`config.mk`:
```
export PLATFORM = sky130hd
export DESIGN_NAME = rst_sequencer
export DESIGN_NICKNAME = d
export VERILOG_FILES = /design/src/rtl/rst_seq_pkg.sv /design/src/rtl/rst_sequencer_sync_2ff.sv /design/src/rtl/rst_sequencer.sv
export SDC_FILE = /design/constraint.sdc
export NUM_CORES = 1
export LEC_CHECK = 0
export ABC_AREA = 1
export BUFFER_PORTS_ARGS = -buffer_cell sky130_fd_sc_hd__buf_2
export CAP_MARGIN = 20
export CORE_ASPECT_RATIO = 2
export CORE_MARGIN = 4
export CORE_UTILIZATION = 35
export CTS_CLUSTER_SIZE = 28
export DETAILED_ROUTE_END_ITERATION = 6
export SYNTH_ARGS = -nofsm -noshare
export SYNTH_HDL_FRONTEND = slang
export SYNTH_HIERARCHICAL = 1
export SYNTH_SLANG_ARGS = --single-unit
```
`constraint.sdc`:
```
create_clock -name sys_clk -period 4.2 [get_ports sys_clk]
set_input_delay 0.21 -clock sys_clk [delete_from_list [all_inputs] [get_ports sys_clk]]
set_output_delay 0.21 -clock sys_clk [all_outputs]
set_load 0.05 [all_outputs]
```
`src/rtl/rst_seq_pkg.sv`:
```
// Shared types and defaults for the reset sequencer: FSM state encoding,
// lock-loss counter width and default timing parameters.
package rst_seq_pkg;

  typedef enum logic [2:0] {
    WAIT_LOCK,
    WAIT_IDLY,
    RELEASE,
    RUN,
    FAULT
  } seq_state_t;

  localparam int LOSS_CNT_W       = 8;
  localparam int DEF_HOLD_CYCLES  = 1024;
  localparam int DEF_IDLY_TIMEOUT = 65535;

endpackage

```
`src/rtl/rst_sequencer_sync_2ff.sv`:
```
// Two-flop synchronizer for a single asynchronous level input.
// Resets to 0 so an unsynchronized input always reads as "not ready".
module sync_2ff (
  input  logic clk,
  input  logic rst_n,
  input  logic d,
  output logic q
);

  logic meta;

  always_ff @(posedge clk or negedge rst_n) begin
    if (!rst_n) begin
      meta <= 1'b0;
      q    <= 1'b0;
    end else begin
      meta <= d;
      q    <= meta;
    end
  end

endmodule

```
`src/rtl/rst_sequencer.sv`:
```
// Staged reset release after PLL lock (and optionally IDELAYCTRL ready).
// Optional feature macro: RST_SEQ_IDELAY_WAIT_EN enables the idelay_rdy wait and timeout.
//
// state     | meaning
// WAIT_LOCK | all stages held in reset, waiting for synchronized pll lock
// WAIT_IDLY | locked, waiting for idelay ready with timeout
// RELEASE   | releasing stages one by one every HOLD_CYCLES
// RUN       | all stages released, ready high
// FAULT     | idelay ready timed out; held until lock loss or sw_rst
module rst_sequencer
  import rst_seq_pkg::*;
#(
  parameter int NUM_STAGES   = 4,
  parameter int HOLD_CYCLES  = DEF_HOLD_CYCLES,
  parameter int IDLY_TIMEOUT = DEF_IDLY_TIMEOUT
) (
  input  logic                  sys_clk,
  input  logic                  sys_rst_n,
  input  logic                  pll_lock,
  input  logic                  idelay_rdy,
  input  logic                  sw_rst,
  output logic [NUM_STAGES-1:0] rst_out,
  output logic                  ready,
  output logic                  idelay_fault,
  output logic [LOSS_CNT_W-1:0] lock_loss_cnt
);

  localparam int K_W = (NUM_STAGES > 1) ? $clog2(NUM_STAGES) : 1;
  localparam logic [K_W-1:0] LAST_K  = K_W'(NUM_STAGES - 1);
  localparam logic [15:0]    HOLD_TC = 16'(HOLD_CYCLES - 1);

  seq_state_t     state;
  logic [15:0]    cnt;
  logic [K_W-1:0] k;
  logic           lock_s;
  logic           lock_loss;

  sync_2ff u_sync_lock (
    .clk   (sys_clk),
    .rst_n (sys_rst_n),
    .d     (pll_lock),
    .q     (lock_s)
  );

`ifdef RST_SEQ_IDELAY_WAIT_EN
  localparam logic [15:0] IDLY_TC = 16'(IDLY_TIMEOUT - 1);
  logic idly_s;
  logic fault_r;

  sync_2ff u_sync_idly (
    .clk   (sys_clk),
    .rst_n (sys_rst_n),
    .d     (idelay_rdy),
    .q     (idly_s)
  );

  assign idelay_fault = fault_r;
`else
  logic unused_idelay_rdy;
  assign unused_idelay_rdy = idelay_rdy;
  assign idelay_fault      = 1'b0;
`endif

  assign lock_loss = !lock_s && (state != WAIT_LOCK);

  always_ff @(posedge sys_clk or negedge sys_rst_n) begin
    if (!sys_rst_n) begin
      state         <= WAIT_LOCK;
      cnt           <= '0;
      k             <= '0;
      rst_out       <= '1;
      ready         <= 1'b0;
      lock_loss_cnt <= '0;
`ifdef RST_SEQ_IDELAY_WAIT_EN
      fault_r       <= 1'b0;
`endif
    end else if (sw_rst || lock_loss) begin
      // Abort has priority over any terminal count in the same cycle.
      state   <= WAIT_LOCK;
      cnt     <= '0;
      k       <= '0;
      rst_out <= '1;
      ready   <= 1'b0;
      if (lock_loss && (lock_loss_cnt != '1))
        lock_loss_cnt <= lock_loss_cnt + 1'b1;
`ifdef RST_SEQ_IDELAY_WAIT_EN
      if (sw_rst)
        fault_r <= 1'b0;
`endif
    end else begin
      case (state)
        WAIT_LOCK: begin
          rst_out <= '1;
          ready   <= 1'b0;
          if (lock_s) begin
            cnt <= '0;
            k   <= '0;
`ifdef RST_SEQ_IDELAY_WAIT_EN
            state <= WAIT_IDLY;
`else
            state <= RELEASE;
`endif
          end
        end
`ifdef RST_SEQ_IDELAY_WAIT_EN
        WAIT_IDLY: begin
          if (idly_s) begin
            cnt   <= '0;
            k     <= '0;
            state <= RELEASE;
          end else if (cnt == IDLY_TC) begin
            cnt     <= '0;
            fault_r <= 1'b1;
            state   <= FAULT;
          end else begin
            cnt <= cnt + 1'b1;
          end
        end
        FAULT: begin
          rst_out <= '1;
          ready   <= 1'b0;
        end
`endif
        RELEASE: begin
          if (cnt == HOLD_TC) begin
            // Stages release in index order, so a left shift clears the next one.
            cnt     <= '0;
            rst_out <= rst_out << 1;
            k       <= k + 1'b1;
            if (k == LAST_K) begin
              ready <= 1'b1;
              state <= RUN;
            end
          end else begin
            cnt <= cnt + 1'b1;
          end
        end
        RUN: begin
          ready <= 1'b1;
        end
        default: begin
          state   <= WAIT_LOCK;
          rst_out <= '1;
          ready   <= 1'b0;
        end
      endcase
    end
  end

endmodule

```
Word level (Yosys, flattened, before mapping)
Cells that the tools add are included.

Register bits after elaboration: 36. Input port bits: 5. Output and inout bits: 14. Word-level logic and storage cells: 53.

Add/sub/neg operators: 3. Equality and inequality tests: 9. Muxes and demuxes: 20. Reduce and logical (&&, ||, !) cells: 13.

Operator list (number): 16-bit two-way mux (3); 16-bit one-hot mux with 2 select lines (1); 16-bit by 1-bit adder with 16-bit output, second input constant (1); 16-bit by 10-bit equality test with 1-bit output, second input constant (1); 3-bit two-way mux (4); 3-bit one-hot mux with 3 select lines (1); 8-bit by 1-bit adder with 8-bit output, second input constant (1); 4-bit two-way mux (2); 8-bit != test, second input constant (1); 4-bit one-hot mux with 2 select lines (1); 2-bit AND reduction (4); 3-bit by 2-bit equality test with 1-bit output, second input constant (2); 2-bit two-way mux (3); 3-bit != test, second input constant (2); 3-bit nonzero test (2); 2-bit one-hot mux with 2 select lines (1); 4-bit AND reduction (1); 3-bit logical NOT (1); 1-bit two-way mux (3); 3-bit by 2-bit != test with 1-bit output, second input constant (1); 3-bit AND reduction (1); 2-bit by 1-bit adder with 2-bit output, second input constant (1); 2-bit equality test, second input constant (1); 1-bit logical AND (2); other kinds (4) (4).

Longest topological paths before layout
Gate-level depths: netlist (run 1).

Depth after elaboration: 5. Gate-level depth with buffers: 10. Gate-level depth less buffers: 9.

Hierarchy
Netlist (run 1), hierarchy kept.

Modules (own cells, without submodules): rst_sequencer (instances 1, cells each 247, area an instance 1929.4 um^2, sequential area each 830.8 um^2); sync_2ff (instances 1, cells each 2, area an instance 50.0 um^2, sequential area each 50.0 um^2).

Least setup slack after synthesis (run 1)
OpenSTA, ideal clock, no wires.

Kind: reg2reg. Start point: reg lock_loss_cnt[0]. End point: reg lock_loss_cnt[3]. Setup time: 120 ps. Arrival: 1621 ps. Data required time: 4080 ps. Setup slack: 2459 ps. Cell stages (with the launch flop): 9. Path buffers: 0. Clock period less this slack: 1741 ps. Cells stage by stage: dfrtp_1 ha_1 nand3_1 nor2_1 nand3_1 nand2_2 inv_2 nand3b_1 nand2_1.

Cells in the longest elaborated chain, start to end: 3. Elaborated cells on any way between the ends: 4. Classes of those cells: 1 x add/sub; 1 x eq/ne; 2 x reduce/logical.

Ends and longest elaborated chain: start: declaration (RTL line rst_sequencer.sv:25) `output logic [LOSS_CNT_W-1:0] lock_loss_cnt`; start signal: assignment (RTL line rst_sequencer.sv:85) `lock_loss_cnt <= lock_loss_cnt + 1'b1;`; branches (longest 3 deep; another with 8-bit by 1-bit adder with 8-bit output).

Parallel ways; which one is timed is not known. A chain may end at the register's enable or synchronous reset.

Worst setup path after layout (run 1)
Start point: reg cnt[0]. End point: reg cnt[5].

Cells in the longest elaborated chain, start to end: 4. Elaborated cells on any way between the ends: 5. Classes of those cells: 1 x add/sub; 1 x eq/ne; 3 x mux.

Ends and longest elaborated chain: start: declaration (RTL line rst_sequencer.sv:33) `logic [15:0] cnt;`; start signal: assignment (RTL line rst_sequencer.sv:135) `cnt <= cnt + 1'b1;`; 16-bit by 1-bit adder with 16-bit output or 16-bit by 10-bit equality test with 1-bit output (tied branches) (RTL line rst_sequencer.sv:135, rst_sequencer.sv:125); 16-bit two-way mux * (RTL line rst_sequencer.sv:125) `if (cnt == HOLD_TC) begin`; 16-bit one-hot mux with 2 select lines * (RTL line rst_sequencer.sv:91) `case (state)`; 16-bit two-way mux * (RTL line rst_sequencer.sv:77) `end else if (sw_rst || lock_loss) begin`.

Every way passes the cells marked *; elsewhere a longest branch is shown, timed or not.

==> summary.md, run 1 <==
| Metric | Value |
|---|---|
| Top-Level Pins | 19 |
| Max Clk Rate | 618 MHz |
| Ant. Diodes | 0 |
| Wl on met1 | 1.45 mm |
| Delay-heaviest family, CP | simple AND/OR/NAND/NOR gates |
| CP Buf/Inv Count | 1 |
| Final min period | 1.62 ns |
| Detailed-route DRC error count | 0 |
| Syn_nets | 257 |
| DR WL met2 | 2.30 mm |
| Synth cell types | 32 |
| Via-per-instance ratio | 4.72 |
| Worst Path Arrival | 1.80 ns |
| Iter 0 DRT Violations | 36 |
| PwrDens | 442 nW/um^2 |
| Reg clk slew, reported paths | 0.07 ns |
| Root buffer cell | clkbuf_8 |
| Final hold vios | 13 |
| Worst r2r dst | cnt[5]$_DFFE_PN0P_ |
| Crit path depth | 8 |
| Most Frequent Cell on Critical Path | nand2_4 |
| Post-synthesis register bit count | 35 |
| Most frequent cells in the layout | 66 x nand2_1, 38 x nor2_1, 31 x dfrtp_1 |
| Clock power share | 27.8% |
| Area grow syn2layout | 11.4% |
| Worst-skew pair later-pin latency | 0.30 ns |
| Final TNS setup | 0 ns |
| Met3 routed WL | 107 um |
| First-pass GRT wire length | 7.04 mm |
| Congestion Overflow GR | 0 |
| Failing checks | hold timing |
| Unrepaired setup endpoints after global routing | false |
| R2R Setup Slk | 2.58 ns |
| Post-CTS Hold Fix Bufs | 0 |
| First-pass DRT Iterations | 4 |
| Post_cts resized | 0 |
| Max Used Layer | met4 |
| Nets | 277 |
| Int Pwr | 0.594 mW |
| Syn Area/Cell | 7.95 sq um |
| Max Cap Violations | 0 |
| Clock Skews | 0.0112 ns |
| Worst Tran Pin Value | 0.794 ns |
| Post-Syn Area | 1980 sq um |
| Ratio of cells with drive above 1 in the final layout | 20.4% |
| Worst hold margin | -0.00362 ns |
| R2R cell count | 8 |
| Commonest non-fill, non-tap cell in the layout | nand2_1 |
| Vias | 1,559 |
| Setup violators final | 0 |
| Sequential power share | 42.4% |
| PnR Total Power | 0.975 mW |
| FILL cells | 553 |
| Max-slew violations | 0 |
| Vias in the first global route | 1,621 |
| Combinational fraction of design power | 29.9% |
| Switching Fraction | 39.0% |
| Drt total wl | 3.96 mm |
| Initial antenna violation count | 0 |
| Final worst slack | 2.58 ns |
| Yosys warning count | 6 |
| Post-Syn Instances | 249 |
| Avg WL per Cell | 12.0 um |
| Htree depth | 2 |
| Peak supply drop | 0.349 mV |
| Type of the worst setup path | flop to flop |
| Slew headroom | 47.1% |
| Rows | 38 |
| NetSw | 0.381 mW |
| Die area | 7000 sq um |
| Critical-path cell list | ha_1, nand3_4, nor2_8, nand2_4, nand2_4, nand2_4, inv_1, nor2_1 |
| Hold Path Class | input pin to async pin |
| Highest-delay cell along the critical path | dfrtp_1 |
| Overall Global Routing Usage | 13.7% |
| Post-route cell area | 2200 sq um |
| Die width | 61.2 um |
| Worst path required time | 4.38 ns |
| IO buf count | 16 |
| Largest net degree at the start of global routing | 36 |
| Crit Path Max Fanout | 12 |
| Outcome | finished with violations |
| HPWL after DPL | 3.04 mm |
| Pre-CTS setup slack | 2.55 ns |
| Crit start category | flop |
| Max Root-Sink Buffers | 2 |
| CTS tree | yes |
| Worst Setup EP | cnt[5]$_DFFE_PN0P_ |
| CP startpoint | cnt[0]$_DFFE_PN0P_ |
| Final period util | 38.6% |
| Die Ht | 114 um |
| Starting Density | 36.2% |
| Post-CTS Setup Repair Bufs | 0 |
| RR Startpoint | cnt[0]$_DFFE_PN0P_ |
| Routability congestion estimate | 0.752 |
| Slowest stage delay, CP | 0.41 ns |
| Register area share after synthesis | 44.5% |
| CTS Buf Count | 5 |
| Core area | 5470 sq um |
| Crit. End Element | flop |
| Routed Antenna Nets | 0 |
| Placed Area | 2100 sq um |
| LEAKAGE | 1.09 nW |
| Clock sinks | 35 |
cell families (layout without fill, tap and decap cells):
logic type               Yosys count  in the layout  synth area share, %
AND/OR/NAND/NOR                  151            151                 37.0
flip-flops                        35             35                 44.5
buffers and inverters             34             55                 7.40
AO/OA/AOI/OAI                     16             16                 5.06
XOR/XNOR                           9              9                 3.98
adder cells (fa/ha/maj)            3              3                 1.90
other                              1              1                0.189
Yosys cell counts (all sizes together):
cell,number,area (sq um)
nor3,5,25.0
nand3,14,95.1
a21boi,1,7.51
ha,3,37.5
o21bai,2,15.0
o21ai,10,61.3
a31oi,1,6.26
dfrtp,31,776
nor2,43,198
conb,1,3.75
clkinv,1,3.75
xor2,6,52.6
buf,3,30.0
nand2,77,332
a21oi,2,10.0
or2,1,6.26
xnor2,3,26.3
inv,30,113
nand4,10,68.8
dfstp,4,105
nand3b,1,7.51
final cells by class:
cell class / instances / area [sq um] / area share (%)
multi-input cells: 180 / 952 / 43.2
flip-flops and latches: 35 / 881 / 40.0
clock buffers: 8 / 100 / 4.54
well taps: 60 / 75.1 / 3.41
inverters: 31 / 116 / 5.28
repair buffers: 16 / 80.1 / 3.63
worst reg2reg max path, cell delays in order, from the launching register on:
cell,delay [ns]
dfrtp_1,0.41
ha_1,0.23
nand3_4,0.13
nor2_8,0.17
nand2_4,0.09
nand2_4,0.08
nand2_4,0.12
inv_1,0.19
nor2_1,0.07
power groups by stage:
stage          clock (mW)  combinational [mW]  sequential (mW)
3_5_place_dp            0               0.296            0.419
4_1_cts             0.282               0.297            0.413
2_1_floorplan           0               0.156            0.490
6_report            0.271               0.291            0.413
3_3_place_gp            0               0.293            0.418
5_1_grt             0.292               0.325            0.422
state kept, by name, indices dropped and copies added, names as in the netlist:
name / cells
lock_loss_cnt: 8
u_sync_lock/q: 1
u_sync_lock/meta: 1
k: 2
ready: 1
rst_out: 4
state: 2
cnt: 16
worst min path at each step:
stage	start	end	slack, ns	cells after the start
2_1_floorplan	sys_rst_n	cnt[0]$_DFFE_PN0P_	-0.09	0
3_3_place_gp	pll_lock	u_sync_lock/meta$_DFF_PN0_	0.32	1
3_5_place_dp	pll_lock	u_sync_lock/meta$_DFF_PN0_	0.32	1
4_1_cts	sys_rst_n	cnt[4]$_DFFE_PN0P_	0.01	1
5_1_grt	pll_lock	u_sync_lock/meta$_DFF_PN0_	0.02	1
6_report	sys_rst_n	cnt[11]$_DFFE_PN0P_	-0.004	1
layer usage:
metal / global-route usage (%) / up-vias
li1: - / 817
met2: 25.0 / 19
met3: 2.71 / 7
met4: 7.38 / 0
met5: 0 / -
met1: 13.6 / 716
per-stage QoR:
step | cells | hold slack [ns] | util (%)
floorplan | 249 | -0.0856 | -
global placement | 322 | 0.319 | 38.5
detailed placement | 322 | 0.322 | 38.5
CTS | 330 | 0.0126 | 40.3
global route | 330 | 0.0167 | 40.3
finish | 330 | -0.00362 | 40.3
No activity file was read; power rests on OpenSTA's default activity.
==> inputs of run 2 (changes only) <==
- clock period: 4.2 -> 1.4 ns (I/O delays scaled with it)
==> summary.md, run 2 (synthesis gave the netlist of run 1 again) <==
| Metric | Value |
|---|---|
| Area grow syn2layout | 37.5% |
| IO buf count | 16 |
| FILL cells | 519 |
| Iter 0 DRT Violations | 22 |
| Largest net degree at the start of global routing | 20 |
| Overall Global Routing Usage | 15.6% |
| Most frequent cells in the layout | 56 x nand2_1, 33 x buf_4, 27 x nor2_1 |
| Via-per-instance ratio | 4.83 |
| Hold Path Class | input pin to flop |
| Ant. Diodes | 0 |
| Final TNS setup | -0.0350 ns |
| Core area | 5470 sq um |
| Die width | 61.2 um |
| Initial antenna violation count | 0 |
| Type of the worst setup path | flop to flop |
| Slowest stage delay, CP | 0.44 ns |
| Drt total wl | 4.95 mm |
| Worst Path Arrival | 1.62 ns |
| Root buffer cell | clkbuf_8 |
| Delay-heaviest family, CP | compound AO/OA/AOI/OAI gates |
| Final min period | 1.44 ns |
| Die area | 7000 sq um |
| Rows | 38 |
| Ratio of cells with drive above 1 in the final layout | 41.9% |
| Outcome | finished with violations |
| Routed Antenna Nets | 0 |
| Starting Density | 36.2% |
| Worst-skew pair later-pin latency | 0.29 ns |
| Max Root-Sink Buffers | 2 |
| Final period util | 103% |
| Peak supply drop | 0.987 mV |
| Vias in the first global route | 1,837 |
| Failing checks | setup timing |
| Critical-path cell list | o21ai_4, nand3_4, buf_6, a21oi_1, nor2_2 |
| Crit Path Max Fanout | 8 |
| Setup violators final | 1 |
| Worst path required time | 1.58 ns |
| Clock Skews | 0.00497 ns |
| Routability congestion estimate | 0.793 |
| Clock sinks | 35 |
| CP Buf/Inv Count | 1 |
| Top-Level Pins | 19 |
| Commonest non-fill, non-tap cell in the layout | nand2_1 |
| Max Clk Rate | 697 MHz |
| Pre-CTS setup slack | 0.0100 ns |
| Unrepaired setup endpoints after global routing | true |
| HPWL after DPL | 3.69 mm |
| CTS Buf Count | 5 |
| First-pass DRT Iterations | 4 |
| Vias | 1,803 |
| Crit. End Element | flop |
| Htree depth | 2 |
| Congestion Overflow GR | 0 |
| First-pass GRT wire length | 8.17 mm |
| Highest-delay cell along the critical path | dfrtp_2 |
| Final worst slack | -0.0350 ns |
| Nets | 320 |
| CTS tree | yes |
| Top Registers | cnt: 16 flops, lock_loss_cnt: 8 flops, rst_out: 4 flops |
| Post-Route Utilization | 49.8% |
| Max Cap Violations | 0 |
| Die Ht | 114 um |
| LEAKAGE | 1.32 nW |
| Crit start category | flop |
| Detailed-route DRC error count | 0 |
| PwrDens | 1240 nW/um^2 |
| Max-slew violations | 0 |
| Largest Register | cnt |
| Avg WL per Cell | 13.3 um |
| Final hold vios | 0 |
| Largest register FFs | 16 |
| Reg clk slew, reported paths | 0.07 ns |
-- run 2: per-layer routing --
layer	vias up	routed length (um)	part of all wire (%)	GRT usage, %
li1	906	-	-	-
met1	848	1680	34	15.6
met2	33	2910	59	29.1
met3	16	148	3.0	2.37
met4	0	212	4.3	7.67
met5	-	0	0	0
-- run 2: final cells by class --
type,instances,area [sq um],share of cell area [%]
Timing Repair Buffer,58,453,16.6
Clock inverter,1,5.00,0.184
Clock buffer,7,86.3,3.17
Tap cell,60,75.1,2.76
Multi-Input combinational cell,181,1100,40.3
Inverter,31,119,4.37
Sequential cell,35,887,32.6
-- run 2: worst reg2reg max path: cells and delay by family (launching register included) --
family	cells	cell delay, ns
AO/OA/AOI/OAI	2	0.45
buffers and inverters	1	0.19
flip-flops	1	0.44
AND/OR/NAND/NOR	2	0.25
-- run 2: final timing paths --
kind | startpoint | endpoint | slack [ns] | cells after the start
setup / recovery | state[1]$_DFFE_PN0P_ | cnt[11]$_DFFE_PN0P_ | -0.04 | 5
hold / removal | sw_rst | cnt[14]$_DFFE_PN0P_ | 0.22 | 5
setup reg to reg | state[1]$_DFFE_PN0P_ | cnt[11]$_DFFE_PN0P_ | -0.04 | 5
hold reg to reg | u_sync_lock/meta$_DFF_PN0_ | u_sync_lock/q$_DFF_PN0_ | 0.36 | 0
max in group asynchronous | sys_rst_n | lock_loss_cnt[3]$_DFFE_PN0P_ | 0.68 | 3
min in group asynchronous | sys_rst_n | cnt[2]$_DFFE_PN0P_ | 0.25 | 2
-- run 2: power breakdown --
group	internal (mW)	switching (mW)	leakage [nW]
logic	0.521	0.834	0.820
registers	1.13	0.132	0.455
clock network	0.397	0.373	0.0482
-- run 2: per-stage QoR --
stage          std cells  total power [mW]  area [sq um]  hold WS (ns)
5_1_grt              373              3.61          2720         0.249
2_1_floorplan        249              1.99          2010        -0.226
3_3_place_gp         360              2.46          2450        0.0349
6_report             373              3.39          2720         0.217
3_5_place_dp         360              2.47          2450        0.0332
4_1_cts              370              3.27          2570         0.230
-- run 2: timing repair --
| item | CTS | global route |
|---|---|---|
| pin swaps | 4 | 17 |
| endpoints found under the hold margin | 13 | 0 |
| gates resized for setup | 1 | 40 |
| gates cloned | 0 | 1 |
| buffers inserted | 0 | 2 |
| setup endpoints to repair | 4 | 29 |
| hold buffers | 2 | 0 |
==> inputs of run 3 (changes only) <==
- CELL_PAD_IN_SITES_DETAIL_PLACEMENT: not set -> 1
- CELL_PAD_IN_SITES_GLOBAL_PLACEMENT: not set -> 1
- CTS_BUF_LIST: not set -> sky130_fd_sc_hd__clkbuf_8 sky130_fd_sc_hd__clkbuf_16
- PLACE_DENSITY_LB_ADDON: not set -> 0.1
- REMOVE_ABC_BUFFERS: not set -> 1
==> summary.md, run 3 (synthesis gave the netlist of run 1 again) <==
| Metric | Value |
|---|---|
| Max Cap Violations | 0 |
| Outcome | finished with violations |
| Worst-skew pair later-pin latency | 0.29 ns |
| Worst r2r dst | state[0]$_DFFE_PN0P_ |
| Setup violators final | 3 |
| Highest-delay cell along the critical path | dfrtp_1 |
| Worst Setup EP | state[0]$_DFFE_PN0P_ |
| Overall Global Routing Usage | 18.0% |
| Congestion Overflow GR | 0 |
| Crit. End Element | flop |
| Ant. Diodes | 0 |
| PwrDens | 1280 nW/um^2 |
| R2R cell count | 8 |
| CTS tree | yes |
| Die Ht | 114 um |
| Reg clk slew, reported paths | 0.08 ns |
| Initial antenna violation count | 0 |
| Unrepaired setup endpoints after global routing | true |
| LEAKAGE | 1.42 nW |
| Vias | 1,908 |
| Largest register FFs | 16 |
| Final worst slack | -0.0225 ns |
| Crit start category | flop |
| Max Clk Rate | 703 MHz |
| Routed Antenna Nets | 0 |
| HPWL after DPL | 4.14 mm |
| Slowest stage delay, CP | 0.42 ns |
| CP startpoint | cnt[0]$_DFFE_PN0P_ |
| Peak supply drop | 1.08 mV |
| Most Frequent Cell on Critical Path | nand2_4 |
| Clock sinks | 35 |
| Die width | 61.2 um |
| Clock Skews | 0.00742 ns |
| Type of the worst setup path | flop to flop |
| Iter 0 DRT Violations | 34 |
| IO buf count | 16 |
| Worst path required time | 1.60 ns |
| Final min period | 1.42 ns |
| First-pass GRT wire length | 9.33 mm |
| Nets | 331 |
| Final period util | 102% |
| Rows | 38 |
| Most frequent cells in the layout | 58 x nand2_1, 42 x buf_4, 30 x nor2_1, 30 x dfrtp_1, 23 x inv_1 |
| Top Registers | cnt: 16 flops, lock_loss_cnt: 8 flops, rst_out: 4 flops |
| Area grow syn2layout | 45.8% |
| Hold Path Class | input pin to flop |
| Vias in the first global route | 2,064 |
| Final hold vios | 0 |
| Htree depth | 2 |
| Crit Path Max Fanout | 3 |
| RR Startpoint | cnt[0]$_DFFE_PN0P_ |
| CTS Buf Count | 5 |
| Avg WL per Cell | 15.3 um |
| Largest net degree at the start of global routing | 20 |
| Drt total wl | 5.86 mm |
| Failing checks | setup timing |
| Worst hold margin | 0.110 ns |
| Die area | 7000 sq um |
| Routability congestion estimate | 0.745 |
| Max Root-Sink Buffers | 2 |
| Detailed-route DRC error count | 0 |
| Via-per-instance ratio | 4.97 |
| Worst Path Arrival | 1.63 ns |
| Core area | 5470 sq um |
| Ratio of cells with drive above 1 in the final layout | 43.2% |
| Starting Density | 36.2% |
| Commonest non-fill, non-tap cell in the layout | nand2_1 |
| Post-Route Utilization | 52.8% |
| R2R Setup Slk | -0.02 ns |
| Largest Register | cnt |
| First-pass DRT Iterations | 4 |
| Critical-path cell list | ha_4, nand3_4, nor2_8, nand2_4, nand2_8, buf_6, nand2_4, nor3_2 |
| Top-Level Pins | 19 |
| Max-slew violations | 0 |
| Root buffer cell | clkbuf_8 |
run 3: cell count changes in the layout (fill, tap and decap cells not counted), sizes merged:
| cell | change |
|---|---|
| inv | -1 |
| clkbuf | -1 |
| nand2 | +1 |
| buf | +10 |
| bufinv | +1 |
| clkinv | +1 |
run 3: what timing repair did:
action / 4_1_cts / 5_1_grt
hold buffers: 2 / 0
cloned: 1 / 1
hold endpoints to repair: 13 / 0
buffers inserted: 1 / 11
resized for setup: 15 / 45
endpoints found under the setup margin: 14 / 27
pin swaps: 6 / 23
run 3: worst min path at each step:
stage / from / endpoint / cells past startpoint
detailed placement: sys_rst_n / cnt[4]$_DFFE_PN0P_ / 1
finish: sw_rst / cnt[12]$_DFFE_PN0P_ / 4
global placement: sys_rst_n / cnt[4]$_DFFE_PN0P_ / 1
floorplan: sys_rst_n / cnt[0]$_DFFE_PN0P_ / 0
CTS: sw_rst / cnt[12]$_DFFE_PN0P_ / 4
global route: sw_rst / cnt[14]$_DFFE_PN0P_ / 4
run 3: where the power goes:
group	internal [mW]	leakage, nW	switching, mW
sequential	1.12	0.460	0.123
clock	0.576	0.0612	0.385
combinational	0.596	0.898	0.908
run 3: cell type report:
| cell class | instances | area (sq um) |
|---|---|---|
| Clock inverter | 2 | 35.0 |
| Timing Repair Buffer | 68 | 514 |
| Clock buffer | 6 | 82.6 |
| Tap cell | 60 | 75.1 |
| Fill cell | 685 | 2580 |
| Inverter | 31 | 124 |
| Sequential cell | 35 | 882 |
| Multi-Input combinational cell | 182 | 1170 |
run 3: routing by layer:
metal | global-route usage [%] | routed length, um | vias to the layer above
met2 | 33.9 | 3490 | 27
met1 | 17.9 | 1980 | 943
met4 | 7.38 | 255 | 0
li1 | - | - | 923
met3 | 3.27 | 129 | 15
met5 | 0 | 0 | -
run 3: through the flow:
step | worst slack (ns) | power [mW] | cell area (sq um) | setup TNS, ns | instances
finish | -0.0225 | 3.71 | 2890 | -0.0388 | 384
global route | -0.0943 | 3.96 | 2890 | -1.29 | 384
CTS | -0.0306 | 3.44 | 2610 | -0.0806 | 372
detailed placement | -0.0544 | 2.40 | 2400 | -0.361 | 360
global placement | -0.0435 | 2.37 | 2400 | -0.189 | 360
floorplan | -0.341 | 1.90 | 1950 | -2.39 | 246
run 3: critical path: cells and delay by family (launching register included):
family	cells	cell delay [ns]
buf+inv	1	0.11
simple gates	6	0.63
fa+ha+maj	1	0.17
flops	1	0.42
